===== src/rtl/tmds_pkg.sv =====
// Shared TMDS definitions: symbol-class enum, fixed code tables and a byte popcount helper.
package tmds_pkg;

   typedef enum logic [1:0] {
      MODE_VIDEO  = 2'd0,
      MODE_CTRL   = 2'd1,
      MODE_TERC4  = 2'd2,
      MODE_VGUARD = 2'd3
   } tmds_mode_t;

   localparam logic [9:0] CTRL_TOKEN [4] = '{
      10'b1101010100, 10'b0010101011, 10'b0101010100, 10'b1010101011
   };

   localparam logic [9:0] TERC4_TABLE [16] = '{
      10'b1010011100, 10'b1001100011, 10'b1011100100, 10'b1011100010,
      10'b0101110001, 10'b0100011110, 10'b0110001110, 10'b0100111100,
      10'b1011001100, 10'b0100111001, 10'b0110011100, 10'b1011000110,
      10'b1010001110, 10'b1001110001, 10'b0101100011, 10'b1011000011
   };

   localparam logic [9:0] GUARD_VID_02 = 10'b1011001100;
   localparam logic [9:0] GUARD_VID_1  = 10'b0100110011;

   function automatic logic [3:0] popcount8(input logic [7:0] v);
      logic [3:0] n;
      n = '0;
      for (int unsigned i = 0; i < 8; i++) begin
         n = n + {3'b000, v[i]};
      end
      return n;
   endfunction

endpackage


===== src/rtl/tmds_qm.sv =====
// Transition-minimisation stage: 8-bit byte to 9-bit q_m (XOR or XNOR chain, bit 8 flags XOR).
module tmds_qm
   import tmds_pkg::*;
(
   input  logic [7:0] data,
   output logic [8:0] qm
);

   logic [3:0] n1;
   logic       use_xnor;
   logic [7:0] chain;

   always_comb begin
      n1       = popcount8(data);
      use_xnor = (n1 > 4'd4) || ((n1 == 4'd4) && !data[0]);
      chain    = '0;
      chain[0] = data[0];
      for (int unsigned i = 1; i < 8; i++) begin
         chain[i] = use_xnor ? ~(chain[i-1] ^ data[i]) : (chain[i-1] ^ data[i]);
      end
      qm = {~use_xnor, chain};
   end

endmodule


===== src/rtl/tmds_encoder_dc.sv =====
// TMDS lane encoder: 2-stage pipeline producing video (DC-balanced), control, TERC4 and guard symbols.
module tmds_encoder_dc
   import tmds_pkg::*;
#(
   parameter int unsigned CHANNEL = 0
) (
   input  logic       clk_in,
   input  logic       rst_in,
   input  logic [1:0] mode_in,
   input  logic [7:0] data_in,
   input  logic [1:0] control_in,
   input  logic [3:0] terc4_in,
   output logic [9:0] tmds_out,
   output logic [4:0] tally_out
);

   if (CHANNEL > 2) begin : g_bad_channel
      $error("tmds_encoder_dc: CHANNEL must be 0, 1 or 2");
   end

   tmds_mode_t        mode_a;
   logic [1:0]        ctrl_a;
   logic [3:0]        terc4_a;
   logic [8:0]        qm_a;
   logic [3:0]        n1_a;
   logic [8:0]        qm_c;

   logic signed [4:0] tally;
   logic signed [4:0] tally_nxt;
   logic signed [4:0] diff;
   logic signed [4:0] q8x2;
   logic signed [4:0] nq8x2;
   logic [9:0]        sym_nxt;
   logic [9:0]        guard_sym;

   tmds_qm u_qm (
      .data (data_in),
      .qm   (qm_c)
   );

   always_ff @(posedge clk_in) begin
      if (rst_in) begin
         mode_a  <= MODE_CTRL;
         ctrl_a  <= '0;
         terc4_a <= '0;
         qm_a    <= '0;
         n1_a    <= '0;
      end else begin
         mode_a  <= tmds_mode_t'(mode_in);
         ctrl_a  <= control_in;
         terc4_a <= terc4_in;
         qm_a    <= qm_c;
         n1_a    <= popcount8(qm_c[7:0]);
      end
   end

   assign guard_sym = (CHANNEL == 1) ? GUARD_VID_1 : GUARD_VID_02;

   always_comb begin
      // N1-N0 == 2*N1-8; 5-bit wrap keeps the N1==8 case correct (+8)
      diff      = $signed({n1_a, 1'b0}) - 5'sd8;
      q8x2      = $signed({3'b000, qm_a[8], 1'b0});
      nq8x2     = $signed({3'b000, ~qm_a[8], 1'b0});
      sym_nxt   = CTRL_TOKEN[ctrl_a];
      tally_nxt = '0;
      case (mode_a)
         MODE_VIDEO: begin
            if ((tally == 5'sd0) || (n1_a == 4'd4)) begin
               sym_nxt   = {~qm_a[8], qm_a[8], qm_a[8] ? qm_a[7:0] : ~qm_a[7:0]};
               tally_nxt = qm_a[8] ? (tally + diff) : (tally - diff);
            end else if (((tally > 5'sd0) && (diff > 5'sd0)) ||
                         ((tally < 5'sd0) && (diff < 5'sd0))) begin
               sym_nxt   = {1'b1, qm_a[8], ~qm_a[7:0]};
               tally_nxt = tally + q8x2 - diff;
            end else begin
               sym_nxt   = {1'b0, qm_a[8], qm_a[7:0]};
               tally_nxt = tally + diff - nq8x2;
            end
         end
         MODE_CTRL:   sym_nxt = CTRL_TOKEN[ctrl_a];
         MODE_TERC4:  sym_nxt = TERC4_TABLE[terc4_a];
         MODE_VGUARD: sym_nxt = guard_sym;
         default:     sym_nxt = CTRL_TOKEN[ctrl_a];
      endcase
   end

   always_ff @(posedge clk_in) begin
      if (rst_in) begin
         tmds_out <= CTRL_TOKEN[0];
         tally    <= '0;
      end else begin
         tmds_out <= sym_nxt;
         tally    <= tally_nxt;
      end
   end

   assign tally_out = tally;

endmodule


===== config.mk =====
export PLATFORM = sky130hd
export DESIGN_NAME = tmds_encoder_dc
export DESIGN_NICKNAME = d
export VERILOG_FILES = /design/src/rtl/tmds_pkg.sv /design/src/rtl/tmds_qm.sv /design/src/rtl/tmds_encoder_dc.sv
export SDC_FILE = /design/constraint.sdc
export NUM_CORES = 1
export LEC_CHECK = 0
export CORE_ASPECT_RATIO = 1.75
export CORE_MARGIN = 1
export CORE_UTILIZATION = 50
export DETAILED_ROUTE_END_ITERATION = 10
export GPL_TIMING_DRIVEN = 0
export PLACE_DENSITY = 0.79
export SYNTH_ARGS = -nofsm -noshare
export SYNTH_HDL_FRONTEND = slang
export SYNTH_SLANG_ARGS = --single-unit

===== constraint.sdc =====
create_clock -name clk_in -period 18.5 [get_ports clk_in]
set_clock_uncertainty 0.15 [all_clocks]
set_input_delay 3.7 -clock clk_in [delete_from_list [all_inputs] [get_ports clk_in]]
set_output_delay 3.7 -clock clk_in [all_outputs]
set_load 0.01 [all_outputs]

==> impl_results.md, run 1 <==
* Antenna violations before repair at 0
* Pre-CTS setup slack at around 8.3 ns
* Critical Path AT at 9.80 ns
* Resize count post-CTS at 0
* Clk buf depth at 2
* Crit start category: input pin
* Seq/Total Area, Yosys at 0.267
* Asr flop ratio synth at 0
* Routed len/inst at about 14 µm
* Die Wd at ~57 µm
* Tcrit/Tclk final at 0.529
* Max-slew violations at 0
* Total grt overflow at 0
* EDFF count, synth at 0
* DR vias at between 2k and 2.5k
* Reg-to-Reg Start: qm_a[8]
* Critical path required time at around 19 ns
* Clock latency on the worst-skew pair at approximately 0.28 ns
* Status: complete, but fails checks
* Area delta synth->final at 17.5%
* CTS Buf Count at 5
* Diodes inserted at 0
* Hold Buf Count CTS at 0
* Setup Buffers After CTS at 0
* Yosys cell types at 56
* Util after Layout at 0.614
* Final hold viol count at 0
* Die Ht at between 90 and 100 µm
* Syn Std Cell Area at 2620 µm²
* CTS tree: built
* Fmax at 102 MHz
* WS Path Type: in -> reg
* GP Congestion at slightly above 0.9
* Setup ws final at between 8 and 9 ns
* Detail-routed via count per cell at about 5.5
* YS warnings at 0
* WL final at roughly 5.2 mm
* Max-cap viol count at 0
* Site row count at 34
* Pwr dens at 131 nW/µm²
* Initial DRT Pass Iterations at 7
* H-Tree Depth at 2
* CTS clk-pin slew, worst paths at around 0.070 ns
* Largest net degree at the start of global routing at 11
* Root Driver: clkbuf_8
* #FFs+latches synth at 35
* RSZ-0062 raised after global routing: no
* Mean Syn Cell Area at between 9 and 10 µm²
* Clock sink count at 35
* Endpoint class of the critical path: register
* Share of layout cells above drive strength 1 at 0.0846
* Post-synthesis cell count at 280
* First-pass GRT wire length at approximately 9.1 mm
* Clock period minus worst slack at just under 10 ns
* Failing checks: design-rule violations
* Hold Crit Class: reg -> reg
* Setup tns final at 0 ns
* Primary FF master, synth: dfxtp_1
* Endpoints failing setup at 0
* Leakage power at between 0.001 and 0.0015 µW
* CP startpoint: data_in[0]
* Crit Path Max Fanout at 5
* Dpl hpwl at 4.32 mm
* Net Count, Synth at 337
* Total GRT Usage at 0.208
* Antenna viol nets, final at 0
* Port Buf Inserts at 31
* Max rail drop VDD at roughly 88 µV
* Hold Crit Start: qm_a[6]
* IO Count at 33
* Fillers at 438
* 1st-iter DRT viols at 79
* Total die area at roughly 5500 µm²
* Core area at 5020 µm²
* Number of global-route vias before repair at slightly above 2k
* Initial core utilization at 0.522
* # DRC at 4
* Layout Nets at around 380
## sequential cells by signal, summed over array words and instances, names as in the netlist
register	cells
terc4_a	4
ctrl_a	2
mode_a	2
tmds_out	10
n1_a	4
qm_a	9
tally_out	4
## power breakdown
group / switching, µW / leakage [µW] / internal (µW) / total [µW]
clock network: 25.3 / 0.0000422 / 26.4 / 51.7
registers: 11.9 / 0.000290 / 89.6 / 101
logic: 132 / 0.000972 / 119 / 251
total: 169 / 0.00130 / 235 / 404
## cell usage in the layout, fill, tap and decap left out, drive strengths merged, types with 2 or more instances in the layout
cell,n
dfxtp,35
a21oi,19
buf,3
nor2b,14
or2,2
nor3b,6
o211ai,2
clkdlybuf4s50,31
nand3,4
ha,26
xnor2,14
mux2i,3
inv,31
a21boi,2
nor3,3
a31oi,3
or3,3
o311ai,2
o21a,3
a31o,2
nand2,8
nor2,21
a211o,3
o22ai,3
clkbuf,15
nand2b,3
xor2,11
fa,13
o21ai,13
a211oi,4
## worst paths after layout
path	to	slack, ns	depth (start not counted)
max reg2reg	tally_out[3]	15.88	8
min	tmds_out[6]	0.37	2
min reg2reg	tmds_out[6]	0.37	2
max	n1_a[2]	8.71	21
## synth_stat cells (2+ instances only)
library cell | number | area [µm²]
or2_2 | 2 | 12.5
inv_1 | 31 | 116
mux2i_1 | 3 | 30.0
xnor2_1 | 11 | 96.3
nor3_1 | 3 | 15.0
xor2_2 | 2 | 32.5
a31oi_1 | 2 | 12.5
a211o_1 | 3 | 26.3
nand3_1 | 4 | 20.0
xnor2_2 | 2 | 32.5
a21boi_0 | 2 | 15.0
fa_1 | 13 | 260
o22ai_1 | 3 | 18.8
o21a_1 | 3 | 22.5
a21oi_2 | 2 | 17.5
o211ai_1 | 2 | 15.0
ha_1 | 26 | 325
a211oi_1 | 4 | 30.0
o21ai_0 | 11 | 55.1
nor2b_1 | 14 | 87.6
a31o_2 | 2 | 17.5
or3_1 | 2 | 12.5
nor3b_1 | 6 | 45.0
clkbuf_1 | 8 | 30.0
xor2_1 | 9 | 78.8
dfxtp_1 | 35 | 701
nand2_1 | 8 | 30.0
nand2b_1 | 3 | 18.8
nor2_1 | 21 | 78.8
a21oi_1 | 17 | 85.1
## metrics by stage
| stage | power, µW | area [µm²] | hold WS [ns] | std cells |
|---|---|---|---|---|
| floorplan | 296 | 2620 | 0.289 | 280 |
| global placement | 343 | 3000 | 0.340 | 365 |
| detailed placement | 356 | 3000 | 0.344 | 365 |
| CTS | 409 | 3080 | 0.360 | 373 |
| global route | 446 | 3080 | 0.373 | 373 |
| finish | 404 | 3080 | 0.370 | 373 |
## cell families after synthesis
| group | after synthesis | synth area share |
|---|---|---|
| other | 1 | 0.00143 |
| adder cells (fa/ha/maj) | 39 | 0.223 |
| XOR/XNOR | 26 | 0.111 |
| buffers and inverters | 42 | 0.0644 |
| AND/OR/NAND/NOR | 69 | 0.142 |
| flip-flops | 35 | 0.267 |
| AO/OA/AOI/OAI | 65 | 0.179 |
| multiplexers | 3 | 0.0115 |
## metal layers
layer  up-vias  part of all wire  GRT usage
met3        16             0.036     0.0305
met1       978              0.37      0.219
met2        61              0.55      0.395
li1       1013                 -          -
met4         0             0.036     0.0919
met5         -                 0          0
## critical path: stages
cell	delay (ns)
clkdlybuf4s50_1	0.45
ha_1	0.33
inv_1	0.11
fa_1	0.46
fa_1	0.51
inv_1	0.05
fa_1	0.40
fa_1	0.45
nor3b_1	0.30
o21ai_0	0.16
a21oi_2	0.35
xnor2_1	0.22
fa_1	0.49
fa_1	0.55
fa_1	0.42
inv_1	0.07
ha_1	0.15
inv_1	0.05
fa_1	0.37
xor2_1	0.17
nor2_1	0.05
## area by class of cell
class	instances	area, µm²	area share
multi-input cells	203	1750	0.569
flip-flops and latches	35	701	0.227
repair buffers	31	310	0.101
inverters	31	116	0.0378
clock buffers	7	76.3	0.0248
well taps	54	67.6	0.0219
plain buffers	11	52.6	0.0171
clock inverters	1	5.00	0.00162
Note: power is estimated with default switching activity, not from simulation.
==> run 2, diff against run 1 <==
- clock period: 18.5 -> 10.04 ns (I/O delays scaled with it)
==> results of run 2 <==
Same layout as run 1 (identical final DEF). Status: complete, but fails checks: design-rule violations.
Among the figures that moved: setup slack after placement 8.34 ns -> 1.57 ns; setup slack after layout 8.71 ns -> 1.94 ns; register-to-register setup slack 15.88 ns -> 7.42 ns; total power 404 µW -> 744 µW; worst IR drop on VDD 88.5 µV -> 163 µV
==> run 3, diff against run 2 <==
- clock period: 10.04 -> 7.91 ns (I/O delays scaled with it)
==> run 3 against run 2 <==
Net effect:
- the flow still finishes with violations (design-rule violations)
- die area unchanged
- total power rose by 27%
- cell count grew 0.27%
- utilization rose by 0.15 points
- register-to-register slack lost 2.1 ns
- count of clock-buffer cells in the layout unchanged
- routed wire length decreased by 0.13%
- global-route usage stayed put
- non-clock buffer count increased by 1
- cell area rose by 0.24%
- critical path type unchanged
==> impl_results.md, run 3 (same netlist as run 1, synthesis figures left out) <==
* Initial DRT Pass Iterations at 7 (unchanged)
* Max-cap viol count at 0 (unchanged)
* Dpl hpwl at 4.32 mm (unchanged)
* Endpoint class of the critical path: register
* Max-slew violations at 0 (unchanged)
* Failing checks: design-rule violations
* GP Congestion at 0.930 (unchanged)
* Port Buf Inserts at 31 (unchanged)
* Core area at 5020 µm² (unchanged)
* Resize count post-CTS at 0 (unchanged)
* Clock sink count at 35 (unchanged)
* Clk buf depth at 2 (unchanged)
* Routed len/inst at 14.0 µm (-0.40%)
* Antenna viol nets, final at 0 (unchanged)
* Final cell count without fillers at 374 (+0.27%)
* Total GRT Usage at 0.208 (unchanged)
* Endpoints failing setup at 0 (unchanged)
* Layout Nets at 376 (+0.27%)
* Hold Crit Class: reg -> reg
* Die Wd at 56.7 µm (unchanged)
* Leakage power at 0.00131 µW (+0.35%)
* Placed cells at 365 (unchanged)
* Commonest non-fill, non-tap cells in the layout: dfxtp_1 (35), inv_1 (31), clkdlybuf4s50_1 (31)
* Worst hold slack at 0.370 ns (-0.000886 ns)
* RSZ-0062 raised after global routing: no
* Final hold viol count at 0 (unchanged)
* CTS tree: built
* # DRC at 4 (unchanged)
* Diodes inserted at 0 (unchanged)
* Number of global-route vias before repair at 2065 (unchanged)
* First-pass GRT wire length at 9.09 mm (unchanged)
* Pwr dens at around 310 nW/µm²
* Share of layout cells above drive strength 1 at 0.0875 (+0.00286)
* Hold Buf Count CTS at 0 (unchanged)
* Clock latency on the worst-skew pair at 0.28 ns (about the same)
* Area delta synth->final at 17.8%
* Root Driver: clkbuf_8
* Status: complete, but fails checks
* Fmax at approximately 130 MHz
* Detail-routed via count per cell at 5.51 (-0.60%)
* Antenna violations before repair at 0 (unchanged)
* DR vias at 2061 (-0.34%)
* Site row count at 34 (unchanged)
* Largest regs: tmds_out: 10 flops, qm_a: 9 flops
* Number of flip-flops under the largest register name at 10 (unchanged)
* Crit start category: input pin
* Max rail drop VDD at 207 µV
* Crit Path Max Fanout at 3 (-2)
* CTS clk-pin slew, worst paths at 0.07 ns (about the same)
* Total grt overflow at 0 (unchanged)
* Clock period minus worst slack at between 7 and 8 ns
* Largest net degree at the start of global routing at 11 (unchanged)
* Critical Path AT at roughly 7.6 ns
* CTS Buf Count at 5 (unchanged)
* H-Tree Depth at 2 (unchanged)
* Commonest non-fill, non-tap cell in the layout: dfxtp_1
* IO Count at 33 (unchanged)
* Reg with most FFs: tmds_out
* 1st-iter DRT viols at 73 (-7.6%)
* Die Ht at 97.8 µm (unchanged)
* Critical path required time at roughly 7.9 ns
* Tcrit/Tclk final at 0.954
* WS Path Type: in -> reg
* WL final at 5.23 mm (-0.13%)
* Initial core utilization at 0.522 (unchanged)
* Total die area at 5550 µm² (unchanged)
run 3: cell types whose count changed in the layout (fill, tap and decap cells not counted):
| cell | delta |
|---|---|
| buf_4 | +1 |
run 3: repair_timing:
action                                  4_1_cts  5_1_grt
endpoints found under the hold margin         0        0
setup buffers                                 0        1
endpoints found under the setup margin        0        1
run 3: final cells by class:
class                   count  area [µm²]
plain buffers              11        52.6
clock buffers               7        76.3
clock inverters             1        5.00
fillers                   437        1930
inverters                  31         116
multi-input cells         203        1750
flip-flops and latches     35         701
well taps                  54        67.6
repair buffers             32         318
run 3: power breakdown:
group          internal (µW)  switching [µW]  total (µW)
clock                   61.7            59.2         121
combinational            280             308         588
sequential               210            27.8         237
run 3: final timing paths:
check / startpoint / to / slack, ns / cells past startpoint
max reg2reg: qm_a[8] / tally_out[3] / 5.29 / 8
min: qm_a[6] / tmds_out[6] / 0.37 / 2
max: data_in[0] / n1_a[2] / 0.37 / 21
min reg2reg: qm_a[6] / tmds_out[6] / 0.37 / 2
run 3: critical path, cell delays in order:
cell and delay (ns):
clkdlybuf4s50_1 0.46, ha_1 0.33, inv_1 0.11, fa_1 0.46, fa_1 0.51, inv_1 0.05, fa_1 0.40, fa_1 0.45
nor3b_1 0.29, o21ai_0 0.15, a21oi_2 0.24, xnor2_1 0.20, fa_1 0.49, fa_1 0.55, fa_1 0.42, inv_1 0.07
ha_1 0.15, inv_1 0.05, fa_1 0.37, xor2_1 0.17, nor2_1 0.05
run 3: routing by layer:
metal,routed length (µm),global-route usage,part of all wire,vias to the layer above
li1,-,-,-,1015
met1,1950,0.219,0.37,967
met2,2900,0.395,0.55,62
met3,176,0.0305,0.034,17
met4,199,0.0919,0.038,0
met5,0,0,0,-
run 3: per-stage QoR:
stage	total power, µW	setup WS, ns	setup TNS [ns]	cell area [µm²]	util
3_5_place_dp	833	-0.129	-0.189	3000	0.598
5_1_grt	1050	0.130	0	3090	0.615
4_1_cts	957	0.170	0	3080	0.614
3_3_place_gp	801	0.140	0	3000	0.598
2_1_floorplan	693	0.825	0	2620	-
6_report	946	0.366	0	3090	0.615
